`src/rtl/spi_ram_pkg.sv`:
```
// spi_ram_pkg: shared definitions for the SPI RAM controller.
//   - Opcode constants carried in din[9:8] of each command word.
//   - Sequencer FSM state encoding.
package spi_ram_pkg;

    localparam logic [1:0] WR_ADDR = 2'b00;
    localparam logic [1:0] WR_DATA = 2'b01;
    localparam logic [1:0] RD_ADDR = 2'b10;
    localparam logic [1:0] RD_DATA = 2'b11;

    typedef enum logic [1:0] {
        StIdle    = 2'b00,
        StWrReady = 2'b01,
        StRdReady = 2'b10
    } state_e;

endpackage

```
`src/rtl/spi_ram_mem.sv`:
```
// spi_ram_mem: byte-wide RAM with one write port and one registered read port.
// Ports:
//   clk      - clock, rising edge
//   rst_n    - synchronous active-low reset; clears only the read register, never the array
//   we_i     - write enable
//   waddr_i  - write address (already reduced below MEM_DEPTH)
//   wdata_i  - write data
//   re_i     - read enable; rdata_o updates on the next rising edge
//   raddr_i  - read address (already reduced below MEM_DEPTH)
//   rdata_o  - registered read data, holds its value when re_i is low
module spi_ram_mem #(
    parameter int unsigned MEM_DEPTH = 256,
    parameter int unsigned ADDR_SIZE = 8
) (
    input  logic                 clk,
    input  logic                 rst_n,
    input  logic                 we_i,
    input  logic [ADDR_SIZE-1:0] waddr_i,
    input  logic [7:0]           wdata_i,
    input  logic                 re_i,
    input  logic [ADDR_SIZE-1:0] raddr_i,
    output logic [7:0]           rdata_o
);

    logic [7:0] mem_q [MEM_DEPTH];
    logic [7:0] rdata_q;

    always_ff @(posedge clk) begin
        if (we_i) begin
            mem_q[waddr_i] <= wdata_i;
        end
    end

    // Write-first: a same-cycle write to the read address is forwarded.
    always_ff @(posedge clk) begin
        if (!rst_n) begin
            rdata_q <= 8'h00;
        end else if (re_i) begin
            rdata_q <= (we_i && (waddr_i == raddr_i)) ? wdata_i : mem_q[raddr_i];
        end
    end

    assign rdata_o = rdata_q;

endmodule

```
`src/rtl/spi_ram_ctrl.sv`:
```
// spi_ram_ctrl: command sequencer between an SPI slave and a byte-wide RAM.
// Each rising edge of rx_valid executes the command in din once:
//   00 WR_ADDR  set write address      01 WR_DATA  write byte, post-increment address
//   10 RD_ADDR  set read address       11 RD_DATA  read byte, pulse tx_valid next cycle
// Ports:
//   clk      - clock, rising edge
//   rst_n    - synchronous active-low reset (memory contents are kept)
//   din      - command word: [9:8] opcode, [7:0] payload
//   rx_valid - command valid, may be held high across many cycles
//   dout     - read data, holds between reads
//   tx_valid - one-cycle pulse marking fresh dout
//   err      - sticky sequencing error (only with SPI_RAM_ERR_EN)
// Build option SPI_RAM_ERR_EN: when defined, WR_DATA outside WR_READY and RD_DATA outside
// RD_READY are dropped and set err; when undefined they execute with the current address.
module spi_ram_ctrl
    import spi_ram_pkg::*;
#(
    parameter int unsigned MEM_DEPTH = 256,
    parameter int unsigned ADDR_SIZE = 8
) (
    input  logic       clk,
    input  logic       rst_n,
    input  logic [9:0] din,
    input  logic       rx_valid,
    output logic [7:0] dout,
    output logic       tx_valid
`ifdef SPI_RAM_ERR_EN
    ,
    output logic       err
`endif
);

    state_e               state_q;
    logic                 rx_q;
    logic [ADDR_SIZE-1:0] wr_addr_q;
    logic [ADDR_SIZE-1:0] rd_addr_q;
    logic                 tx_valid_q;
`ifdef SPI_RAM_ERR_EN
    logic                 err_q;
    logic                 cmd_illegal;
`endif

    logic                 cmd_edge;
    logic [1:0]           opcode;
    logic [ADDR_SIZE-1:0] addr_in;
    logic [ADDR_SIZE-1:0] wr_addr_next;
    logic                 wr_exec;
    logic                 rd_exec;

    // Reduce an address modulo MEM_DEPTH (a no-op when MEM_DEPTH == 2**ADDR_SIZE).
    function automatic logic [ADDR_SIZE-1:0] wrap_addr(input logic [ADDR_SIZE-1:0] a);
        return ADDR_SIZE'(32'(a) % MEM_DEPTH);
    endfunction

    always_comb begin
        // Gating with rst_n keeps reset dominant over any command, including the RAM write.
        cmd_edge     = rst_n && rx_valid && !rx_q;
        opcode       = din[9:8];
        addr_in      = wrap_addr(din[ADDR_SIZE-1:0]);
        wr_addr_next = (wr_addr_q == ADDR_SIZE'(MEM_DEPTH - 1)) ? '0
                                                                : wr_addr_q + ADDR_SIZE'(1);
`ifdef SPI_RAM_ERR_EN
        wr_exec     = cmd_edge && (opcode == WR_DATA) && (state_q == StWrReady);
        rd_exec     = cmd_edge && (opcode == RD_DATA) && (state_q == StRdReady);
        cmd_illegal = cmd_edge && (((opcode == WR_DATA) && (state_q != StWrReady)) ||
                                   ((opcode == RD_DATA) && (state_q != StRdReady)));
`else
        wr_exec     = cmd_edge && (opcode == WR_DATA);
        rd_exec     = cmd_edge && (opcode == RD_DATA);
`endif
    end

    always_ff @(posedge clk) begin
        if (!rst_n) begin
            rx_q       <= 1'b0;
            state_q    <= StIdle;
            wr_addr_q  <= '0;
            rd_addr_q  <= '0;
            tx_valid_q <= 1'b0;
`ifdef SPI_RAM_ERR_EN
            err_q      <= 1'b0;
`endif
        end else begin
            rx_q       <= rx_valid;
            tx_valid_q <= rd_exec;
            if (cmd_edge) begin
                unique case (opcode)
                    WR_ADDR: begin
                        wr_addr_q <= addr_in;
                        state_q   <= StWrReady;
                    end
                    WR_DATA: begin
                        if (wr_exec) wr_addr_q <= wr_addr_next;
                    end
                    RD_ADDR: begin
                        rd_addr_q <= addr_in;
                        state_q   <= StRdReady;
                    end
                    RD_DATA: begin
                        if (rd_exec) state_q <= StIdle;
                    end
                endcase
            end
`ifdef SPI_RAM_ERR_EN
            if (cmd_illegal) err_q <= 1'b1;
`endif
        end
    end

    spi_ram_mem #(
        .MEM_DEPTH (MEM_DEPTH),
        .ADDR_SIZE (ADDR_SIZE)
    ) u_mem (
        .clk     (clk),
        .rst_n   (rst_n),
        .we_i    (wr_exec),
        .waddr_i (wr_addr_q),
        .wdata_i (din[7:0]),
        .re_i    (rd_exec),
        .raddr_i (rd_addr_q),
        .rdata_o (dout)
    );

    assign tx_valid = tx_valid_q;
`ifdef SPI_RAM_ERR_EN
    assign err = err_q;
`endif

endmodule

```
`config.mk`:
```
export PLATFORM = sky130hd
export DESIGN_NAME = spi_ram_ctrl
export DESIGN_NICKNAME = d
export VERILOG_FILES = /design/src/rtl/spi_ram_pkg.sv /design/src/rtl/spi_ram_mem.sv /design/src/rtl/spi_ram_ctrl.sv
export SDC_FILE = /design/constraint.sdc
export NUM_CORES = 2
export LEC_CHECK = 0
export CORE_MARGIN = 2
export CORE_UTILIZATION = 63
export DETAILED_ROUTE_END_ITERATION = 16
export GPL_ROUTABILITY_DRIVEN = 0
export HOLD_SLACK_MARGIN = 0.1
export PLACE_DENSITY = 0.79
export SLEW_MARGIN = 30
export SYNTH_ARGS = -nofsm -noshare
export SYNTH_HDL_FRONTEND = slang
export SYNTH_SLANG_ARGS = --single-unit
```
`constraint.sdc`:
```
create_clock -name clk -period 3.9 [get_ports clk]
set_input_delay 1.17 -clock clk [delete_from_list [all_inputs] [get_ports clk]]
set_output_delay 1.17 -clock clk [all_outputs]
set_load 0.005 [all_outputs]
```
After elaboration in Yosys (flattened, before gate mapping)
Memory sizes are Yosys's and may differ from the RTL's. A register that Yosys moved wholly into a read port is not among the register bits.
Index checks and enable logic that the tools add are counted.
{"block": "totals", "ff_bits": 18, "latchBits": 0, "ramBits": 2048, "rom_bits": 0, "input_bits": 13, "output_inout_bits": 9, "memories": 1}
{"block": "op_classes", "addsub": 1, "multipliers": 0, "div": 0, "order_cmp": 0, "eq_ne": 5, "n_shift": 0, "muxes": 5, "bitwise_logic": 0, "n_reduce_logical": 10}
{"name": "u_mem.mem_q", "words": 256, "width": 8, "rd": 1, "rd_ports_with_merged_regs": 1, "wr": 1, "line_no": "spi_ram_mem.sv:25", "text": "logic [7:0] mem_q [MEM_DEPTH];"}
{"operator": "two-way mux 8 bit", "n": 2}
{"operator": "case mux 8 bit (2 select lines)", "n": 1}
{"operator": "adder 8 x 1 -> 8 bit, second input constant", "n": 1}
{"operator": "equality test 8 bit, second input constant", "n": 1}
{"operator": "equality test 2 bit, second input constant", "n": 2}
{"operator": "logical AND 1 bit", "n": 4}
{"operator": "AND reduction 3 bit", "n": 1}
{"operator": "equality test 2 x 1 -> 1 bit, second input constant", "n": 1}
{"operator": "zero test 1 bit", "n": 2}
{"operator": "zero test 2 bit", "n": 1}
{"operator": "two-way mux 1 bit", "n": 2}
{"operator": "inequality test 2 x 1 -> 1 bit, second input constant", "n": 1}
{"operator": "AND reduction 2 bit", "n": 1}
{"operator": "nonzero test 2 bit", "n": 1}

Depth between registers and ports, before layout
{"block": "logic_depth", "depth_word": 5, "ltp_mapped": 12, "mapped_depth_nobuf": 8}

Hierarchy
A second synthesis with hierarchy kept.
{"block": "unflattened", "hier_cells": 3920, "hier_area_um2": 81260.4}
{"module": "spi_ram_mem", "n_inst": 1, "cells_each": 3821, "area_per_inst_um2": 80389.6, "seq_area_each_um2": 61659.1}
{"module": "spi_ram_ctrl", "n_inst": 1, "cells_each": 99, "area_per_inst_um2": 870.8, "seq_area_each_um2": 360.3}

Least setup slack after synthesis
No wires, ideal clock.
{"block": "synth_timing", "path_type": "input -> register", "from": "input din[9]", "to": "memory u_mem.mem_q[218][0] (enable)", "setup_time_ns": 0.370, "arrival_time_ns": 2.966, "t_required_ns": 3.530, "setup_slack_ns": 0.563, "path_stages": 6, "n_path_buf": 2, "path_cell_list": "nand2b_1 > nor3_1 > clkbuf_1 > nand3_1 > clkbuf_1 > nor2_1"}
{"block": "synth_between", "elab_chain_cells": 4}
{"element": "start, declared", "line_no": "spi_ram_ctrl.sv:23", "text": "input logic [9:0] din,"}
{"element": "equality test 2 x 1 -> 1 bit", "line_no": "spi_ram_ctrl.sv:68", "text": "wr_exec = cmd_edge && (opcode == WR_DATA);"}
{"element": "logical AND 1 bit", "line_no": "spi_ram_ctrl.sv:68"}
{"element": "two-way mux 1 bit", "line_no": "spi_ram_mem.sv:29", "text": "if (we_i) begin"}
{"element": "two-way mux 1 bit (implied by the code)", "line_no": "spi_ram_mem.sv:30", "text": "mem_q[waddr_i] <= wdata_i;"}
{"element": "end, declared", "line_no": "spi_ram_mem.sv:25"}
Every way passes these cells.

==> impl_metrics.toml <==
[worst_setup_path]
cp.arrival_ns = 4.34
crit_fanout = 50
critPathTopFamily = "compound AO/OA/AOI/OAI gates"
required_ns = 4.63
crit_type = "reg2reg"
worst_path_largest_cell_delay_ns = 0.68
r2r_cells = 6
critPathCapture = "u_mem.rdata_o[5]"
end_kind = "flip-flop"
path_buf_inv = 1
crit_chain = "buf_12 > mux4_2 > a2111oi_2 > a211oi_1 > o2111a_1 > a221o_1"
critical_path_depth = 6
regToRegSetupSlack_ns = 0.29
start_kind = "flip-flop"
reg2reg_from = "rd_addr_q[0]"
crit_slowest_cell = "dfxtp_4"
startpoint = "rd_addr_q[0]"
rr_endpoint = "u_mem.rdata_o[5]"

[final_layout]
areaGrowthSynthToFinish_pct = 14.56
ff_latch_area_sq_um = 62030
num_antenna_cells = 0
drive_gt1_share_pct = 24.24
fin_nets = 4667
multi_input_area_sq_um = 17420
filler_cell_count = 6970

[synth]
synthDistinctLibCells = 68
yosys_most_used_dff = "edfxtp_1"
synth_top_area_cell = "edfxtp_1"
netlist_instances = 4140
synth.area.top_cells = "edfxtp_1 (76%), mux4_2 (8.5%), mux2i_1 (5.5%), nor2_1 (1.3%), o22ai_1 (0.93%)"
synth_edf_count = 2048
syn_avg_cell_area_sq_um = 19.58
synth.top_cell.area_share_pct = 75.89
synth_most_common_cell = "edfxtp_1"
synth-seq-cells = 2074
ys_warn_count = 0
synth_seq_area_share_pct = 76.53
synthArstFlopShare_pct = 0
synth.top_cells.by_count = "edfxtp_1 (2048), mux2i_1 (444), mux4_2 (307)"
synth_nets = 4157
syn_area_sq_um = 81040

[routing]
wl_microns = 214600
drt_iter0_markers = 6696
via_per_inst = 6.930
wl_per_cell_microns = 33.16
dr.pass1.iters = 6
drcViolationCount = 0
postRouteAntennaNets = 0
via_count = 44860

[sta]
fin_ws_ns = 0.2867
tns_ns = 0
finalCritPeriodShare_pct = 92.65
setup_viol = 0
worstMarginPinSlew_ns = 1.065
worst_slew_margin_rel_pct = 28.80
finClkSkew_ns = 0.05558
finalHoldViolations = 0
drv_slew = 0
max_freq_mhz = 276.8
min_period_ns = 3.613
rsz0062_at_grt = "no"

[die]
die_h_microns = 362.7
die_area_sq_um = 131500
die_w_microns = 362.7
start_util_pct = 63.47
num_io_pins = 22
coreArea_sq_um = 127700
rows = 131

[global_route]
grt_pass1_wl_microns = 309000
grt_max_degree = 141
antenna_found_initial = 3
grt.total_usage_pct = 33.04
grt_pass1_vias = 44730
overflow = 0

[clocking]
cts-root-buf = "clkbuf_16"
post-cts-setup-buffer-count = 0
clk_path_buf_depth = 3
cts_made_buffers = 193
hold_buffers = 0
cts_tree = "yes"
clk_latency_ns = 0.87
clk_pin_slew_ns = 0.06
numClockSinks = 2074
cts_resized = 0
htree_num_levels = 4

[placement]
numPortBuffers = 21
dp_hpwl_microns = 134200
pre_cts_ws_ns = -0.08768

[power]
p_leak_nw = 28.92
vdd_drop_max_mv = 0.4766
power-per-cell-area_nw_per_um2 = 476.1

[run_status]
status = "finished, final reports clean"

[hold_path]
hold_class = "reg2reg"
min-delay-start = "wr_addr_q[2]"
min_path_cells = 2

[run]
maxCapViolations = 0
cells by family (layout without fill, tap and decap cells):
group / after synthesis / after routing / synth area share [%]
DFF: 2074 / 2074 / 76.53
buffers and inverters: 262 / 933 / 2.036
and+or+nand+nor: 546 / 546 / 2.903
AOI/OAI and AO/OA: 501 / 501 / 4.434
muxes: 751 / 751 / 14.02
adders and majority gates: 4 / 4 / 0.06176
xor gates and xnor gates: 2 / 2 / 0.02162
through the flow:
step | hold slack (ns) | instance area, sq um | cells | util [%] | total power, mW
2_1_floorplan | 0.4500 | 81040 | 4140 | - | 25.37
5_1_grt | 0.6178 | 92840 | 6473 | 72.71 | 45.20
3_3_place_gp | 0.5666 | 86530 | 6117 | 67.77 | 25.99
6_report | 0.6018 | 92840 | 6473 | 72.71 | 44.20
3_5_place_dp | 0.5866 | 86530 | 6117 | 67.77 | 26.02
4_1_cts | 0.5975 | 92840 | 6473 | 72.71 | 44.32
power breakdown:
part	switching [mW]	internal (mW)	leakage, nW	total [mW]
Clock	8.28	10.4	3.08	18.6
Sequential	0.0278	24.5	18.6	24.5
Combinational	0.763	0.299	7.22	1.06
Total	9.07	35.1	28.9	44.2
sequential cells by signal (all words and copies together), names as in the netlist:
signal         cells
rx_q               1
rd_addr_q          8
u_mem.mem_q     2048
tx_valid           1
u_mem.rdata_o      8
wr_addr_q          8
per-layer routing:
metal  routed length (microns)  vias to the layer above  part of all wire [%]  global-route usage, %
li1                          -                    18050                     -                      -
met1                     74660                    22820                    35                  43.50
met2                    100900                     3323                    47                  51.29
met3                     26470                      664                    12                  9.222
met4                     12530                        4                   5.8                  16.62
met5                        27                        -                 0.013                      0
cell usage in the layout, fill, tap and decap left out, types with 9 or more instances in the layout:
cell type        count
a2111oi_0           13
a211o_1             17
a211oi_1            36
a21oi_1             62
a221oi_1            40
a22oi_1             52
a31oi_1              9
buf_12              50
buf_4              495
bufinv_16           15
clkbuf_1            34
clkbuf_16          194
clkbuf_8            16
clkdlybuf4s50_1     13
clkinv_1            42
clkinv_2            41
dfxtp_1             22
edfxtp_1          2048
inv_1                9
mux2i_1            444
mux4_2             307
nand2_1            109
nand3_1             39
nor2_1             287
nor2b_1             18
nor3_1              33
o21ai_0             44
o221ai_1            57
o22ai_1            120
worst reg2reg max path: cells and delay by family (launching register included):
kind	cells	cell delay [ns]
buffers and inverters	1	0.43
AO/OA/AOI/OAI	4	1.70
flip-flops	1	0.68
multiplexers	1	0.68
worst min-delay path by stage:
| stage | end | slack [ns] |
|---|---|---|
| after floorplan | u_mem.rdata_o[7] | 0.45 |
| after global placement | u_mem.rdata_o[3] | 0.57 |
| after detailed placement | wr_addr_q[2] | 0.59 |
| after CTS | wr_addr_q[2] | 0.60 |
| after global routing | u_mem.rdata_o[3] | 0.62 |
| final | wr_addr_q[2] | 0.60 |
area by class of cell:
cell class,count,area share [%]
repair buffers,566,5.340
clock inverters,120,1.307
clock buffers,236,5.485
flip-flops and latches,2074,66.82
multi-input cells,1804,18.77
inverters,11,0.04717
well taps,1662,2.240
Power figures use the tool's default switching activity.
